$ cat src/rtl/execution_stage_pipelined.sv
// MIPS EX stage with forwarding muxes, an iterative multu/divu unit driving HI/LO,
// and a registered EX/MEM output stage.
module execution_stage_pipelined #(
  parameter int DATA_WIDTH     = 32,
  parameter int REG_ADDR_WIDTH = 5
) (
  input  logic                      clk,
  input  logic                      reset,
  input  logic                      in_valid,
  input  logic                      flush,
  input  logic                      RegDst,
  input  logic                      ALUSrc,
  input  logic [1:0]                ALUOp,
  input  logic                      MemtoReg,
  input  logic                      RegWrite,
  input  logic                      MemRead,
  input  logic                      MemWrite,
  input  logic                      Branch,
  input  logic [DATA_WIDTH-1:0]     pc_plus4,
  input  logic [DATA_WIDTH-1:0]     read_data1,
  input  logic [DATA_WIDTH-1:0]     read_data2,
  input  logic [DATA_WIDTH-1:0]     sign_extended,
  input  logic [REG_ADDR_WIDTH-1:0] inst_20_16,
  input  logic [REG_ADDR_WIDTH-1:0] inst_15_11,
  input  logic [1:0]                forward_a,
  input  logic [1:0]                forward_b,
  input  logic [DATA_WIDTH-1:0]     fwd_mem_data,
  input  logic [DATA_WIDTH-1:0]     fwd_wb_data,
  output logic                      stall_out,
  output logic                      muldiv_busy,
  output logic                      valid_out,
  output logic                      zero_out,
  output logic [DATA_WIDTH-1:0]     add_result,
  output logic [DATA_WIDTH-1:0]     alu_result,
  output logic [DATA_WIDTH-1:0]     read_data2_out,
  output logic [REG_ADDR_WIDTH-1:0] mux_out,
  output logic                      MemtoReg_out,
  output logic                      RegWrite_out,
  output logic                      MemRead_out,
  output logic                      MemWrite_out,
  output logic                      Branch_out
);

  localparam int CW = $clog2(DATA_WIDTH + 1);

  typedef enum logic [3:0] {
    OP_ADD, OP_SUB, OP_AND, OP_OR, OP_SLT, OP_MFHI, OP_MFLO, OP_MULTU, OP_DIVU
  } op_e;

  op_e                   op;
  logic [DATA_WIDTH-1:0] op_a, fwd_b, op_b, alu_val, br_target;
  logic                  is_md, capture, start;

  logic                  busy_q, is_div_q;
  logic [CW-1:0]         cnt_q;
  logic [DATA_WIDTH-1:0] work_hi_q, work_lo_q, opnd_q, hi_q, lo_q;
  logic [DATA_WIDTH:0]   mul_sum, div_shift, div_trial;
  logic [DATA_WIDTH-1:0] step_hi, step_lo;

  logic                      valid_q, zero_q;
  logic [DATA_WIDTH-1:0]     add_q, alu_q, rd2_q;
  logic [REG_ADDR_WIDTH-1:0] dst_q;
  logic [4:0]                ctrl_q;

  function automatic logic [DATA_WIDTH-1:0] fwd_sel(input logic [DATA_WIDTH-1:0] rf,
                                                    input logic [1:0]            sel,
                                                    input logic [DATA_WIDTH-1:0] wb,
                                                    input logic [DATA_WIDTH-1:0] mem);
    case (sel)
      2'b01:   return wb;
      2'b10:   return mem;
      default: return rf;
    endcase
  endfunction

  always_comb begin
    op = OP_ADD;
    case (ALUOp)
      2'b01: op = OP_SUB;
      2'b10: begin
        case (sign_extended[5:0])
          6'b100010: op = OP_SUB;
          6'b100100: op = OP_AND;
          6'b100101: op = OP_OR;
          6'b101010: op = OP_SLT;
          6'b010000: op = OP_MFHI;
          6'b010010: op = OP_MFLO;
          6'b011001: op = OP_MULTU;
          6'b011011: op = OP_DIVU;
          default:   op = OP_ADD;
        endcase
      end
      default: op = OP_ADD;
    endcase
  end

  always_comb begin
    op_a      = fwd_sel(read_data1, forward_a, fwd_wb_data, fwd_mem_data);
    fwd_b     = fwd_sel(read_data2, forward_b, fwd_wb_data, fwd_mem_data);
    op_b      = ALUSrc ? sign_extended : fwd_b;
    is_md     = (op == OP_MULTU) || (op == OP_DIVU) || (op == OP_MFHI) || (op == OP_MFLO);
    stall_out = in_valid & busy_q & is_md;
    capture   = in_valid & ~stall_out & ~flush;
    start     = capture & ((op == OP_MULTU) || (op == OP_DIVU));
    br_target = pc_plus4 + (sign_extended << 2);
    case (op)
      OP_SUB:  alu_val = op_a - op_b;
      OP_AND:  alu_val = op_a & op_b;
      OP_OR:   alu_val = op_a | op_b;
      OP_SLT:  alu_val = {{(DATA_WIDTH-1){1'b0}}, ($signed(op_a) < $signed(op_b))};
      OP_MFHI: alu_val = hi_q;
      OP_MFLO: alu_val = lo_q;
      OP_MULTU, OP_DIVU: alu_val = '0;
      default: alu_val = op_a + op_b;
    endcase
  end

  // One iteration per cycle: shift-add multiply shifts {hi,lo} right;
  // restoring divide shifts the dividend out of lo into the remainder in hi.
  always_comb begin
    mul_sum   = {1'b0, work_hi_q} + (work_lo_q[0] ? {1'b0, opnd_q} : '0);
    div_shift = {work_hi_q, work_lo_q[DATA_WIDTH-1]};
    div_trial = div_shift - {1'b0, opnd_q};
    if (is_div_q) begin
      if (!div_trial[DATA_WIDTH]) begin
        step_hi = div_trial[DATA_WIDTH-1:0];
        step_lo = {work_lo_q[DATA_WIDTH-2:0], 1'b1};
      end else begin
        step_hi = div_shift[DATA_WIDTH-1:0];
        step_lo = {work_lo_q[DATA_WIDTH-2:0], 1'b0};
      end
    end else begin
      step_hi = mul_sum[DATA_WIDTH:1];
      step_lo = {mul_sum[0], work_lo_q[DATA_WIDTH-1:1]};
    end
  end

  always_ff @(posedge clk) begin
    if (reset) begin
      busy_q    <= 1'b0;
      is_div_q  <= 1'b0;
      cnt_q     <= '0;
      work_hi_q <= '0;
      work_lo_q <= '0;
      opnd_q    <= '0;
      hi_q      <= '0;
      lo_q      <= '0;
    end else begin
      if (busy_q) begin
        work_hi_q <= step_hi;
        work_lo_q <= step_lo;
        cnt_q     <= cnt_q + CW'(1);
        if (cnt_q == CW'(DATA_WIDTH - 1)) begin
          busy_q <= 1'b0;
          hi_q   <= step_hi;
          lo_q   <= step_lo;
        end
      end
      if (start) begin
        busy_q    <= 1'b1;
        is_div_q  <= (op == OP_DIVU);
        cnt_q     <= '0;
        work_hi_q <= '0;
        work_lo_q <= (op == OP_DIVU) ? op_a : op_b;
        opnd_q    <= (op == OP_DIVU) ? op_b : op_a;
      end
    end
  end

  always_ff @(posedge clk) begin
    if (reset) begin
      valid_q <= 1'b0;
      zero_q  <= 1'b0;
      add_q   <= '0;
      alu_q   <= '0;
      rd2_q   <= '0;
      dst_q   <= '0;
      ctrl_q  <= '0;
    end else if (capture) begin
      valid_q <= 1'b1;
      zero_q  <= (alu_val == '0);
      add_q   <= br_target;
      alu_q   <= alu_val;
      rd2_q   <= fwd_b;
      dst_q   <= RegDst ? inst_15_11 : inst_20_16;
      ctrl_q  <= {MemtoReg, RegWrite, MemRead, MemWrite, Branch};
    end else begin
      valid_q <= 1'b0;
      ctrl_q  <= '0;
    end
  end

  assign muldiv_busy    = busy_q;
  assign valid_out      = valid_q;
  assign zero_out       = zero_q;
  assign add_result     = add_q;
  assign alu_result     = alu_q;
  assign read_data2_out = rd2_q;
  assign mux_out        = dst_q;
  assign {MemtoReg_out, RegWrite_out, MemRead_out, MemWrite_out, Branch_out} = ctrl_q;

endmodule
$ cat config.mk
export PLATFORM = sky130hd
export DESIGN_NAME = execution_stage_pipelined
export DESIGN_NICKNAME = d
export VERILOG_FILES = /design/src/rtl/execution_stage_pipelined.sv
export SDC_FILE = /design/constraint.sdc
export NUM_CORES = 1
export LEC_CHECK = 0
export CAP_MARGIN = 30
export CORE_ASPECT_RATIO = 1.2
export CORE_UTILIZATION = 55
export CTS_CLUSTER_DIAMETER = 80
export DETAILED_ROUTE_END_ITERATION = 8
export HOLD_SLACK_MARGIN = 0.05
export PLACE_DENSITY_LB_ADDON = 0.2
export SLEW_MARGIN = 30
export SYNTH_ARGS = -nofsm -noshare
export SYNTH_HDL_FRONTEND = slang
export SYNTH_SLANG_ARGS = --single-unit
$ cat constraint.sdc
create_clock -name clk -period 11.79 [get_ports clk]
set_input_delay 2.358 -clock clk [delete_from_list [all_inputs] [get_ports clk]]
set_output_delay 2.358 -clock clk [all_outputs]
set_load 0.005 [all_outputs]
; Word level (Yosys, flattened, before mapping)
; Cells that the tools add are included.
; Widths: inputs -> output; s select.
[word_totals]
regBits = 276
latch_bits = 0
ramBits = 0
mem_bits_ro = 0
input_bits = 219
out_inout_bits = 110
wordCells = 84
n_memories = 0
[op_classes]
add_sub_neg = 6
mul = 0
div_mod_pow = 0
n_lt_le_gt_ge = 1
eq_ne = 23
shift = 0
n_mux = 20
n_bitwise = 10
reduce_logical = 9
[ops]
columns = op, n
row1 = $mux 32, 9
row2 = $pmux 32 s7, 1
row3 = $pmux 32 s2, 2
row4 = $add 32x32->32, 2
row5 = $add 32x32->33, 1
row6 = $sub 33x32->33, 1
row7 = $and 32x32->32, 1
row8 = $logic_not 32->1, 1
row9 = $lt 32x32->1, 1
row10 = $or 32x32->32, 1
row11 = $pmux 4 s8, 1
row12 = $sub 32x32->32, 1
row13 = $eq 6x5->1 const B, 5
row14 = $eq 6x6->1 const B, 4
row15 = $eq 4x3->1 const B, 4
row16 = $eq 4x2->1 const B, 2
row17 = $pmux 4 s2, 1
row18 = $add 6x1->6 const B, 1
row19 = $eq 2x1->1 const B, 3
row20 = $eq 2x2->1 const B, 3
row21 = $reduce_or 2->1, 3
row22 = $and 1x1->1, 5
row23 = $mux 1, 5
row24 = $mux 5, 1
row25 = 6 further kinds, 10

; Depth between registers and ports, before layout
; Gate-level depths: netlist of the first run.
[logic_depth]
ltp_word = 13
ltp_mapped = 22
mapped_depth_nobuf = 21

; Least setup slack after synthesis of the first run
; Ideal clock, no wire load.
[synth_timing]
path_type = input to register
from = input forward_b[0]
to = register zero_q, in the netlist zero_out
setup_ps = 57
t_arrival_ps = 6954
t_required_ps = 11733
path_slack_ps = 4779
stages = 21
path_buffers = 2
path_cell_list = inv_1 -> ha_1 -> clkbuf_1 -> clkbuf_1 -> a21oi_1 -> o21ai_0 -> ha_1 -> inv_1 -> fa_1 -> nand2b_1 -> a21o_1 -> a31o_2 -> o21ai_0 -> xnor2_1 -> o22ai_1 -> nor3_1 -> nand2_1 -> or4_1 -> or4_1 -> nor4_1 -> a21o_1
[synth_between]
elab_chain_cells = 6
[synth_lines]
columns = element, line_no
row1 = from (decl), 26  ; input logic [1:0] forward_b,
row2 = $eq 2x2->1 / $eq 2x1->1 (equally long branches), 69  ; case (sel)
row3 = $pmux 32 s2 *, 69
row4 = $mux 32 *, 100  ; op_b = ALUSrc ? sign_extended : fwd_b;
row5 = $add 32x32->32 (tied with other cells), 114  ; default: alu_val = op_a + op_b;
row6 = $pmux 32 s7 *, 106  ; case (op)
row7 = $logic_not 32->1 *, 181  ; zero_q <= (alu_val == '0);
row8 = to (signal assigned), 181
row9 = to (decl), 60  ; logic valid_q, zero_q;
; Mark *: on every way between the ends. The rest lies on a longest branch, timed or not.
; A chain may end at the register's enable or synchronous reset.

; Worst setup path after layout of the first run
; Same ends and word-level chain as after synthesis.

==> results of run 1 <==
cell usage in the layout (no fill, tap or decap), types with 10 or more instances in the layout:
master / count
a211oi_1: 132
a21o_1: 67
a21oi_1: 353
a221o_1: 11
a221oi_1: 44
a22oi_1: 81
a31oi_1: 20
and2_1: 43
and3_1: 21
buf_4: 59
clkbuf_16: 35
clkdlybuf4s50_1: 326
dfxtp_1: 274
ha_1: 196
inv_1: 153
mux2_2: 17
mux2i_1: 32
nand2_1: 287
nand2b_1: 38
nand3_1: 57
nand4_1: 11
nor2_1: 411
nor2b_1: 41
nor3_1: 64
nor3b_1: 12
nor4_1: 16
o211ai_1: 40
o21a_1: 31
o21ai_0: 179
o21bai_1: 20
o22ai_1: 10
o31ai_1: 16
or3_1: 15
xnor2_1: 67
xor2_1: 28
power breakdown:
group / leakage [nW] / internal (mW) / total [mW] / switching [mW]
clock network: 0.530 / 0.618 / 1.07 / 0.451
logic: 8.20 / 0.377 / 0.957 / 0.580
registers: 2.24 / 0.957 / 0.974 / 0.0167
logic make-up after synthesis:
family	Yosys count
flops	276
xor+xnor	95
simple gates	1068
mux	49
fa+ha+maj	203
compound gates	1129
buf+inv	366
cell type report:
| cell class | instances | area [µm²] |
|---|---|---|
| Clock inverter | 12 | 125.1 |
| Sequential cell | 276 | 5530 |
| Inverter | 154 | 578.1 |
| Tap cell | 546 | 683.2 |
| Multi-Input combinational cell | 2544 | 16270 |
| Fill cell | 3689 | 13760 |
| Timing Repair Buffer | 387 | 3722 |
| Antenna cell | 8 | 20.02 |
| Clock buffer | 45 | 963.4 |
worst min-delay path, cell delays in order (launching register included):
cell	delay (ns)
dfxtp_1	0.31
nand2_1	0.05
a21oi_1	0.05
registers in the layout, indices dropped and copies added, names as in the netlist:
| register | flops |
|---|---|
| zero_out | 1 |
| work_hi_q | 32 |
| opnd_q | 32 |
| muldiv_busy | 1 |
| ctrl_q | 5 |
| hi_q | 32 |
| mux_out | 5 |
| valid_out | 1 |
| lo_q | 32 |
| alu_result | 32 |
| is_div_q | 1 |
| add_result | 32 |
| cnt_q | 6 |
| work_lo_q | 32 |
| read_data2_out | 32 |
worst max-delay path by stage:
stage          slack, ns  endpoint  cells past startpoint
5_1_grt             3.37  zero_out                     20
6_report            3.79  zero_out                     20
3_3_place_gp        3.52  zero_out                     20
2_1_floorplan       4.78  zero_out                     21
4_1_cts             3.97  zero_out                     22
3_5_place_dp        3.42  zero_out                     21
per-layer routing:
layer / wire, µm / global-route usage, % / vias to the layer above
met3: 9243 / 7.893 / 409
met4: 8758 / 35.56 / 0
li1: - / - / 11960
met2: 44390 / 71.98 / 1647
met5: 0 / 0 / -
met1: 36920 / 52.77 / 12390
==> flow_metrics.py, run 1 <==
metrics = {
    "status": {
        "outcome": "finished, final reports clean",
    },
    "setup_path": {
        "path_max_fanout": 32,
        "max_stage_delay_ns": 0.71,
        "cp-end-kind": "flip-flop",
        "reg2reg_from": "work_lo_q[31]",
        "critPathSlowestCell": "ha_2",
        "r2r_cells": 16,
        "worst-endpoint-arrival_ns": 8.50,
        "crit_type": "in2reg",
        "critPathTopFamily": "compound AO/OA/AOI/OAI gates",
        "path_cells": "clkdlybuf4s50_1, inv_1, ha_2, a22oi_1, nor2_1, a21oi_1, o21ai_0, inv_1, ha_1, a211oi_1, o211ai_1, a32oi_1, a21oi_1, a221oi_1, o21ai_1, a2111oi_1, nand4_1, or4_1, nor4_1, a21o_1",
        "rr_endpoint": "hi_q[15]",
        "cp_num_buf_inv": 3,
        "worstPathRequired_ns": 12.29,
        "startpoint": "forward_b[0]",
        "start_kind": "input pin",
        "rrSetupSlack_ns": 6.32,
    },
    "synthesis": {
        "synthArstFlopShare_pct": 0,
        "synth_largest_area_cell": "dfxtp_1",
        "synth_xor_area_share_pct": 3.586,
        "synth.net_count": 3608,
        "synth_area_mm2": 0.02320,
        "synth_cell_types": 98,
        "synth_top_area_share_pct": 23.81,
        "synth_edf_count": 0,
        "synth_adder_area_share_pct": 11.11,
        "netlist_top_cells_count": "nor2_1, a21oi_1, nand2_1, dfxtp_1, ha_1",
        "postSynthAreaPerCell_um2": 7.283,
        "ys.flop_type": "dfxtp_1",
        "synth_top_family_by_area": "compound AO/OA/AOI/OAI gates",
        "ys_ff_latch": 276,
        "synthMuxAreaShare_pct": 2.205,
        "synthSimpleGateAreaFrac_pct": 21.04,
        "ys_top_cells_by_area": "dfxtp_1, ha_1, a21oi_1",
        "synth_compound_area_share_pct": 31.91,
        "syn_inst": 3186,
        "synth_seq_area_share_pct": 23.81,
        "yosys_warnings": 0,
        "synth.most_common_cell": "nor2_1",
    },
    "timing": {
        "hold_viol_final": 0,
        "maxSlewHeadroom_pct": 28.59,
        "tightest_slew_ns": 1.063,
        "fin_tns_setup_ns": 0,
        "setup_viol": 0,
        "slew_viol_final": 0,
        "period_share_pct": 67.88,
        "fmax_mhz": 124.9,
        "period_minus_slack_ns": 8.004,
        "rsz0062_at_grt": "false",
        "setup_slack_ns": 3.786,
        "fin_skew_ns": 0.01353,
        "timing.hold.ws_ns": 0.4590,
    },
    "global_route": {
        "grt_usage_pct": 44.77,
        "grt_overflow_total": 0,
        "grt_max_degree": 88,
        "antenna_found_initial": 9,
        "grt_pass1_vias": 24980,
        "grt_pass1_wl_mm": 147.6,
    },
    "die": {
        "start_util_pct": 55.70,
        "dieArea_mm2": 0.04302,
        "design.portCount": 329,
        "die-height_um": 227,
        "core_area_mm2": 0.04166,
        "rows": 82,
        "die-width_um": 189.5,
    },
    "cts": {
        "root_buffer": "clkbuf_16",
        "ctsHoldBuffers": 0,
        "cts_max_level": 2,
        "cts_setup_buffers": 0,
        "cts_resized": 0,
        "clkSinkCount": 276,
        "cts_buffers": 34,
        "cts_tree": "built",
        "insertion_delay_ns": 0.56,
        "clk_pin_slew_ns": 0.06,
        "clockBufferDepth": 3,
    },
    "routing": {
        "drc": 0,
        "drt_iter0_markers": 2980,
        "routedWlPerCell_um": 25.00,
        "ant_nets": 0,
        "wl_mm": 99.31,
        "vias": 26400,
        "viasPerCell": 6.646,
        "dr.pass1.iters": 6,
    },
    "placed_design": {
        "placement.io_buffers": 328,
        "hpwl_mm": 74.66,
        "gp_congestion": 1.064,
        "place_area_mm2": 0.02679,
        "placed_cells": 3907,
        "place_ws_ns": 3.419,
    },
    "power": {
        "p_total_mw": 3.000,
        "ir_drop_v": 0.0001139,
        "p_leak_nw": 10.97,
        "power_density_mw_per_mm2": 107.6,
    },
    "finish": {
        "syn_to_final_growth_pct": 20.23,
        "drive_gt1_share_pct": 5.500,
        "fin_util_pct": 66.97,
        "fin_area_mm2": 0.02790,
        "fin_cells": 3972,
        "nets": 3819,
    },
    "worst_hold_path": {
        "holdPathStages": 2,
        "holdPathEnd": "add_result[29]",
        "min-delay-start": "add_result[29]",
        "min_path_type": "reg2reg",
    },
    "run": {
        "max-cap-violations": 0,
    },
}
Note: power is estimated with default switching activity, not from simulation.
==> inputs of run 2 (changes only) <==
--- a/config.mk
+++ b/config.mk
@@ -7,7 +7,7 @@
 export LEC_CHECK = 0
 export CAP_MARGIN = 30
 export CORE_ASPECT_RATIO = 1.2
-export CORE_UTILIZATION = 55
+export CORE_UTILIZATION = 51
 export CTS_CLUSTER_DIAMETER = 80
 export DETAILED_ROUTE_END_ITERATION = 8
 export HOLD_SLACK_MARGIN = 0.05
==> constraint.sdc (replaced) <==
create_clock -name clk -period 6.43 [get_ports clk]
set_input_delay 1.286 -clock clk [delete_from_list [all_inputs] [get_ports clk]]
set_output_delay 1.286 -clock clk [all_outputs]
set_load 0.005 [all_outputs]
==> flow_metrics.py, run 2 (synthesis results as in run 1) <==
metrics = {
    "status": {
        "outcome": "finished, final reports clean",
    },
    "setup_path": {
        "cp-end-kind": "flip-flop",
        "startpoint": "forward_b[1]",
        "rr_endpoint": "work_hi_q[30]",
        "path_cells": "clkdlybuf4s50_1, buf_4, ha_2, buf_4, buf_4, a22oi_1, nor2_1, a21oi_1, o21ai_0, buf_4, inv_1, ha_1, nor2b_1, nand3_1, o31ai_1, o21ai_0, a2111oi_0, nor2_1, xnor2_1, a21oi_1, nand4_1, or4_1, nor4_1, a21o_1",
        "worstPathRequired_ns": 6.96,
        "crit_type": "in2reg",
        "reg2reg_from": "work_lo_q[0]",
        "worst-endpoint-arrival_ns": 6.73,
        "max_stage_delay_ns": 0.52,
        "path_common_cell": "buf_4",
        "path_max_fanout": 18,
        "critPathCapture": "zero_out",
        "r2r_cells": 15,
        "critPathSlowestCell": "clkdlybuf4s50_1",
        "start_kind": "input pin",
        "rrSetupSlack_ns": 1.19,
    },
    "timing": {
        "slew_viol_final": 0,
        "maxSlewHeadroom_pct": 22.17,
        "setup_slack_ns": 0.2279,
        "period_minus_slack_ns": 6.202,
        "hold_viol_final": 0,
        "period_share_pct": 96.46,
        "timing.hold.ws_ns": 0.4562,
        "tightest_slew_ns": 1.158,
        "fmax_mhz": 161.2,
        "fin_skew_ns": 0.01712,
        "fin_tns_setup_ns": 0,
        "rsz0062_at_grt": "false",
        "setup_viol": 0,
    },
    "cts": {
        "clk_pin_slew_ns": 0.07,
        "cts_buffers": 35,
        "insertion_delay_ns": 0.58,
        "root_buffer": "clkbuf_16",
        "cts_tree": "built",
        "cts_setup_buffers": 0,
        "clockBufferDepth": 3,
        "ctsHoldBuffers": 0,
        "cts_resized": 0,
        "clkSinkCount": 276,
        "cts_max_level": 2,
    },
    "die": {
        "die-width_um": 196.7,
        "die-height_um": 235.7,
        "dieArea_mm2": 0.04636,
        "design.portCount": 329,
        "core_area_mm2": 0.04488,
        "start_util_pct": 51.70,
        "rows": 85,
    },
    "global_route": {
        "grt_pass1_vias": 26840,
        "grt_overflow_total": 0,
        "antenna_found_initial": 11,
        "grt_max_degree": 94,
        "grt_usage_pct": 43.98,
        "grt_pass1_wl_mm": 156.3,
    },
    "placed_design": {
        "place_ws_ns": -0.4145,
        "placement.io_buffers": 328,
        "place_area_mm2": 0.02869,
        "hpwl_mm": 80.88,
        "gp_congestion": 1.049,
    },
    "power": {
        "swShare_pct": 34.48,
        "pwr-share-seq_pct": 29.5,
        "ir_drop_v": 0.0002112,
        "p_switching_mw": 2.081,
        "power_density_mw_per_mm2": 201.7,
        "pwr-share-clk_pct": 35.0,
        "share_comb_of_total_power_pct": 35.5,
        "cell_internal_pwr_mw": 3.954,
        "p_leak_nw": 12.20,
    },
    "worst_hold_path": {
        "holdPathStages": 2,
        "min_path_type": "reg2reg",
    },
    "routing": {
        "viasPerCell": 6.346,
        "vias": 27200,
        "drc": 0,
        "dr.pass1.iters": 6,
        "ant_nets": 0,
        "wl_mm": 103.9,
        "drt_iter0_markers": 2546,
        "routedWlPerCell_um": 24.24,
    },
    "finish": {
        "final_cell_mix": "nor2_1, a21oi_1, clkdlybuf4s50_1, buf_4, nand2_1",
        "syn_to_final_growth_pct": 28.96,
        "nets": 4065,
        "drive_gt1_share_pct": 11.99,
        "final_common_cell": "nor2_1",
        "fin_area_mm2": 0.02992,
        "fin_util_pct": 66.67,
    },
    "run": {
        "max-cap-violations": 0,
    },
}
[run 2: worst min path at each step]
stage	from	endpoint
floorplan	hi_q[12]	hi_q[12]
CTS	lo_q[29]	lo_q[29]
global placement	add_result[8]	add_result[8]
finish	lo_q[28]	lo_q[28]
detailed placement	add_result[20]	add_result[20]
global route	add_result[23]	add_result[23]
[run 2: through the flow]
step                      cells  power (mW)
final                      4286       6.035
after global routing       4284       6.254
after CTS                  4278       5.993
after detailed placement   4215       3.896
after global placement     4215       3.879
after floorplan            3186       2.853
[run 2: per-layer routing]
layer	up-vias	track usage, %	share of wire (%)
met5	-	0	0.024
met1	12720	47.99	36
li1	12440	-	-
met2	1549	72.95	46
met3	481	9.226	8.4
met4	4	36.83	9.5
[run 2: cell type report]
type / count / area (µm²)
diodes: 8 / 20.02
clock buffers: 42 / 974.7
clock inverters: 21 / 227.7
fillers: 3932 / 14960
inverters: 154 / 578.1
multi-input cells: 2544 / 16260
flip-flops and latches: 276 / 5530
well taps: 609 / 762.0
repair buffers: 632 / 5574
[run 2: worst max-delay path: cells and delay by family]
| kind | cells | cell delay (ns) |
|---|---|---|
| compound gates | 8 | 2.03 |
| simple gates | 7 | 1.45 |
| buf+inv | 6 | 1.35 |
| fa+ha+maj | 2 | 0.47 |
| xor+xnor | 1 | 0.14 |
[run 2: power by group through the flow]
stage,Combinational (mW),Sequential [mW],Clock [mW]
2_1_floorplan,1.03,1.82,0
3_3_place_gp,2.06,1.82,0
3_5_place_dp,2.08,1.82,0
4_1_cts,2.09,1.78,2.12
5_1_grt,2.28,1.78,2.19
6_report,2.14,1.78,2.11
